$ cat src/rtl/serial_adder_pkg.sv
// serial_adder_pkg: state encoding, step count and parameter legality for serial_adder
package serial_adder_pkg;
  typedef enum logic {IDLE = 1'b0, RUN = 1'b1} state_t;
  function automatic int calc_n(input int w, input int d);
    return w / d;
  endfunction
  function automatic bit legal(input int w, input int d);
    return (d > 0) && (w >= 2) && (w % d == 0);
  endfunction
endpackage

$ cat src/rtl/serial_adder_digit_adder.sv
// digit_adder: combinational DIGIT-bit ripple slice, also exposing the carry into its MSB
module digit_adder #(
  parameter int DIGIT = 1
) (
  input  logic [DIGIT-1:0] a_d,
  input  logic [DIGIT-1:0] b_d,
  input  logic             c_in,
  output logic [DIGIT-1:0] s_d,
  output logic             c_out,
  output logic             c_msb_in
);
  logic [DIGIT:0] w_c;
  always_comb begin
    w_c = '0;
    s_d = '0;
    w_c[0] = c_in;
    for (int i = 0; i < DIGIT; i++) begin
      s_d[i] = a_d[i] ^ b_d[i] ^ w_c[i];
      w_c[i+1] = (a_d[i] & b_d[i]) | (w_c[i] & (a_d[i] ^ b_d[i]));
    end
  end
  assign c_out = w_c[DIGIT];
  assign c_msb_in = w_c[DIGIT-1];
endmodule

$ cat src/rtl/serial_adder.sv
// serial_adder: multi-cycle adder, DIGIT bits per clock through a registered carry.
// SERIAL_ADDER_SUB_EN adds a sub port selecting a-b.
module serial_adder
  import serial_adder_pkg::*;
#(
  parameter int WIDTH = 8,
  parameter int DIGIT = 1
) (
  input  logic             clk,
  input  logic             rst_n,
  input  logic             start,
  input  logic [WIDTH-1:0] a,
  input  logic [WIDTH-1:0] b,
  input  logic             cin,
`ifdef SERIAL_ADDER_SUB_EN
  input  logic             sub,
`endif
  output logic             busy,
  output logic             done,
  output logic [WIDTH-1:0] sum,
  output logic             cout,
  output logic             ovf
);
  localparam int N = calc_n(WIDTH, DIGIT);
  localparam int CW = $clog2(N) + 1;
  localparam logic [CW-1:0] LAST = CW'(N - 1);
  if (!legal(WIDTH, DIGIT)) begin : g_bad
    $error("serial_adder: DIGIT must divide WIDTH and WIDTH must be >= 2");
  end
  state_t           r_state;
  logic [CW-1:0]    r_cnt;
  logic [WIDTH-1:0] r_a;
  logic [WIDTH-1:0] r_b;
  logic [WIDTH-1:0] r_acc;
  logic             r_c;
  logic [DIGIT-1:0] w_s;
  logic             w_co;
  logic             w_cm;
  logic [WIDTH-1:0] w_acc_nxt;
  digit_adder #(.DIGIT(DIGIT)) u_slice (
    .a_d(r_a[DIGIT-1:0]),
    .b_d(r_b[DIGIT-1:0]),
    .c_in(r_c),
    .s_d(w_s),
    .c_out(w_co),
    .c_msb_in(w_cm)
  );
  // new digit enters at the top so after N steps digit 0 sits at the LSB
  assign w_acc_nxt = (WIDTH'(w_s) << (WIDTH - DIGIT)) | (r_acc >> DIGIT);
  always_ff @(posedge clk or negedge rst_n) begin
    if (!rst_n) begin
      r_state <= IDLE;
      r_cnt <= '0;
      r_a <= '0;
      r_b <= '0;
      r_acc <= '0;
      r_c <= 1'b0;
      busy <= 1'b0;
      done <= 1'b0;
      sum <= '0;
      cout <= 1'b0;
      ovf <= 1'b0;
    end else begin
      done <= 1'b0;
      if (r_state == IDLE) begin
        if (start) begin
          r_state <= RUN;
          r_cnt <= '0;
          r_a <= a;
          busy <= 1'b1;
`ifdef SERIAL_ADDER_SUB_EN
          r_b <= sub ? ~b : b;
          r_c <= sub | cin;
`else
          r_b <= b;
          r_c <= cin;
`endif
        end
      end else begin
        r_a <= r_a >> DIGIT;
        r_b <= r_b >> DIGIT;
        r_c <= w_co;
        r_acc <= w_acc_nxt;
        r_cnt <= r_cnt + 1'b1;
        if (r_cnt == LAST) begin
          r_state <= IDLE;
          busy <= 1'b0;
          done <= 1'b1;
          sum <= w_acc_nxt;
          cout <= w_co;
          ovf <= w_cm ^ w_co;
        end
      end
    end
  end
endmodule
$ cat config.mk
export PLATFORM = sky130hd
export DESIGN_NAME = serial_adder
export DESIGN_NICKNAME = d
export VERILOG_FILES = /design/src/rtl/serial_adder_pkg.sv /design/src/rtl/serial_adder_digit_adder.sv /design/src/rtl/serial_adder.sv
export SDC_FILE = /design/constraint.sdc
export NUM_CORES = 1
export LEC_CHECK = 0
export CAP_MARGIN = 20
export CELL_PAD_IN_SITES_DETAIL_PLACEMENT = 2
export CELL_PAD_IN_SITES_GLOBAL_PLACEMENT = 2
export CORE_ASPECT_RATIO = 2
export CORE_UTILIZATION = 29
export DETAILED_ROUTE_END_ITERATION = 10
export PLACE_DENSITY_LB_ADDON = 0.1
export SETUP_SLACK_MARGIN = 0.1
export SYNTH_ARGS = -nofsm -noshare
export SYNTH_HDL_FRONTEND = slang
export SYNTH_SLANG_ARGS = --single-unit
$ cat constraint.sdc
create_clock -name clk -period 2.2 [get_ports clk]
set_clock_uncertainty 0.05 [all_clocks]
set_input_delay 0.44 -clock clk [delete_from_list [all_inputs] [get_ports clk]]
set_output_delay 0.44 -clock clk [all_outputs]
set_load 0.03 [all_outputs]
# [After elaboration in Yosys (flattened, before gate mapping)]
# Index checks and enable logic that the tools add are counted.
# W data, S select, Z words.
[word_totals] register_bits=42 out_inout_bits=12 elab_cells=40
[classes] addsub=1 n_eq_ne=2 n_mux=16 n_bitwise=7 reduce_logical=3
[ops] cell="$mux W8" count=4
[ops] cell="$mux W1" count=10
[ops] cell="$mux W4" count=2
[ops] cell="$or A8 B7 Y8" count=1
[ops] cell="$add A4 B1 Y4 const B" count=1
[ops] cell="$eq A4 B3 Y1 const B" count=1
[ops] cell="$reduce_and A2 Y1" count=2
[ops] cell="$xor A1 B1 Y1" count=3
[ops] cell="$and A1 B1 Y1" count=2
[ops] cell="$ne A2 B1 Y1 const B" count=1
[ops] cell="$reduce_bool A2 Y1" count=1
[ops] cell="$or A1 B1 Y1" count=1

# [Depth between registers and ports, before layout]
[depth] depth_word=4 depth_mapped=5

# [Modules after synthesis]
# Synthesis repeated with hierarchy kept, for this count alone.
[hier_totals] hier_cells=138 hier_area_um2=1757.9
[modules_own_cells] mod="serial_adder" instances=1 cells_each=136 area_each_um2=1730.4
[modules_own_cells] mod="digit_adder" instances=1 cells_each=2 area_each_um2=27.5

# [Worst setup path after synthesis]
# Ideal clock, no wire load.
[synth_timing] path_kind="reg-to-reg" from="reg r_cnt[0]" to="reg sum[1]" setup_time_ns=0.125 t_arrival_ns=1.199 required_time_ns=2.025 setup_slack_ns=0.826 stages_incl_launch_ff=5 n_path_buf=1 path_cell_list="dfrtp_1 -> ha_1 -> nand4b_4 -> buf_6 -> mux2_4"
[synth_between] elab_chain_cells=2
[synth_rtl] element="from (decl)" line_no="serial_adder.sv:31" rtl="logic [CW-1:0] r_cnt;"
[synth_rtl] element="from (signal assigned)" line_no="serial_adder.sv:84" rtl="r_cnt <= r_cnt + 1'b1;"
[synth_rtl] element="$eq A4 B3 Y1" line_no="serial_adder.sv:85" rtl="if (r_cnt == LAST) begin"
[synth_rtl] element="$reduce_and A2 Y1 (no line)"
[synth_rtl] element="to (signal assigned)" line_no="serial_adder.sv:89" rtl="sum <= w_acc_nxt;"
[synth_rtl] element="to (decl)" line_no="serial_adder.sv:20" rtl="output logic [WIDTH-1:0] sum,"
# Every way passes these cells.
# A chain may end at the register's enable or synchronous reset.

# [Worst setup path after layout]
[layout_timing] from="reg sum[4]" to="out sum[4]"
# No word-level cell between the ends.

==> impl_metrics.toml <==
[grt]
grt-ovfl-total = 0
grt_max_degree = 42
grt_pass1_vias = 1303
grt_antenna_before_repair = 0
grt_usage_pct = 12.92
grt_pass1_wl_um = 6258

[routing]
vias = 1141
drc = 6
met3_length_um = 152
wirelength_met1_um = 1356
antenna_left = 0
wl_met2_um = 2013
highest_layer = "met4"
wirelength_um = 3592
initialDrtViolationCount = 12
via_per_inst = 4.983
first_pass_iters = 8
wire_per_inst_um = 15.69

[timing]
slew_violations = 0
setup_violations = 0
hold_viol_final = 0
relSlewSlack_pct = 64.29
setup_slack_ns = 0.4002
min_period_over_period_pct = 81.81
hold_ws_ns = 0.1712
fmax_mhz = 555.6
fin_setup_tns_ns = 0
worstMarginPinSlew_ns = 0.5356
rsz0062_at_grt = "no"
layout_min_cycle_time_ns = 1.800

[synthesis]
yosysWarnings = 0
synth_cells = 134
synthMuxAreaShare_pct = 21.90
syn_area_um2 = 1748
synth_adder_area_share_pct = 1.861
postSynthAreaPerCell_um2 = 13.04
synth-seq-area-share_pct = 58.70
synth_seq_cells = 41
synth_cell_types = 19
syn-num-nets = 156
synth_top_family_by_area = "multiplexers"
synth_compound_area_share_pct = 6.371
synth_simple_gate_area_share_pct = 6.371
synth_xor_area_share_pct = 1.503

[placed_design]
place_area_um2 = 2122
place.gp.congestion = 0.6263
dpl.hpwl_um = 2497
dpl_worst_slack_ns = 0.5017
io_buffers = 31

[setup_path]
crit_family = "buffers and inverters"
r2r-end = "sum[6]"
path_depth = 1
crit_required_ns = 1.71
cp_slowest_cell = "clkdlybuf4s50_1"
rr_worst_depth = 3
path_cells = "clkdlybuf4s50_1"
worstPathArrival_ns = 1.31
worstPathMaxFanout = 2
crit_buf_inv = 1
critPathLaunch = "sum[4]"
max_stage_delay_ns = 0.68
start_kind = "flip-flop"
critPathCaptureType = "primary output"
r2r_slack_ns = 0.69
rr_startpoint = "r_cnt[0]"
worstSetupPathType = "flip-flop to primary output"
crit_end = "sum[4]"

[clocking]
h-tree-depth = 2
clk_pin_slew_ns = 0.06
clockBufferDepth = 2
cts_setup_buffers = 0
cts_buffers = 5
worstSkewPairLatency_ns = 0.28
ctsResizeCount = 0
postCtsHoldBufs = 0
cts.root.buffer_cell = "clkbuf_16"
cts_tree = "yes"
cts.sinks = 41

[floorplan]
start_util_pct = 30.36
die_h_um = 111.8
ios = 32
rows = 39
die_area_um2 = 6360
core_um2 = 5758
die_x_um = 56.90

[finish]
fillCellCount = 618
drive_above_1_share_pct = 17.26
area_delta_synth_final_pct = 30.57
n_antenna_cell = 0
finalInstanceArea_um2 = 2282
nets = 190

[pwr]
ir_drop_mv = 0.4697
p_per_area_nw_per_um2 = 1405
p_leak_nw = 1.081

[run_status]
status = "finished with violations"
violations = "design-rule violations"

[flow_run]
maxCapViolCount = 0

[worst_hold_path]
hp-class = "primary input to async pin"
## per-stage QoR
step	power [mW]	instances	utilization [%]
final	3.206	229	39.63
after global placement	2.377	222	36.85
after floorplan	2.031	134	-
after detailed placement	2.448	222	36.85
after CTS	3.275	229	39.63
after global routing	3.421	229	39.63
## flip-flops by register name, indices dropped and copies added (netlist names), 4 cells and up
name	count
r_acc	7
sum	8
r_b	8
r_a	8
r_cnt	4
## cells in the final DEF (no fill, tap or decap), drive strengths merged, types with 2 or more instances in the layout
cell	instances
dfrtp	41
inv	2
clkdlybuf4s50	30
nand2	18
buf	5
mux2i	18
o21ai	17
clkbuf	5
nor2	4
mux2	16
a22o	3
xnor2	2
## where the power goes
part / internal (mW) / switching, mW / leakage (nW)
sequential: 1.05 / 0.194 / 0.530
clock: 0.526 / 0.282 / 0.0797
combinational: 0.577 / 0.573 / 0.472
## synth_stat cells, drive strengths merged
master | number | area share, %
o21ai | 17 | 4.9
inv | 2 | 0.43
nand3 | 1 | 0.29
buf | 5 | 2.2
a22o | 3 | 1.5
fa | 1 | 1.1
dfrtp | 41 | 59
xnor2 | 2 | 1.0
nand4b | 1 | 1.4
nand2 | 18 | 3.9
clkbuf | 3 | 0.64
nor2 | 4 | 0.86
xor2 | 1 | 0.50
ha | 1 | 0.72
mux2 | 16 | 12
mux2i | 18 | 10
## final cells by class
type	count	area, µm²	share of cell area, %
well taps	61	76.32	3.344
clock inverters	2	35.03	1.535
clock buffers	5	125.1	5.482
flip-flops and latches	41	1026	44.96
repair buffers	35	347.8	15.24
multi-input cells	83	664.4	29.11
inverters	2	7.507	0.3289
## worst min path at each step
stage | from | end | slack, ns | cells after the start
detailed placement | busy | busy | 0.44 | 2
CTS | rst_n | r_a[3] | 0.20 | 2
floorplan | rst_n | busy | 0.09 | 0
finish | rst_n | sum[4] | 0.17 | 2
global placement | r_a[5] | r_a[4] | 0.41 | 2
global route | rst_n | sum[5] | 0.22 | 2
## cells by family after synthesis
family | count (synthesis)
buf+inv | 10
compound gates | 20
xor+xnor | 3
simple gates | 24
flops | 41
fa+ha+maj | 2
mux | 34
## routing by layer
metal	track usage, %	vias up
met5	0	-
met4	5.854	0
met3	3.368	5
met2	22.98	26
met1	13.86	588
li1	-	522
No activity file was read; power rests on OpenSTA's default activity.
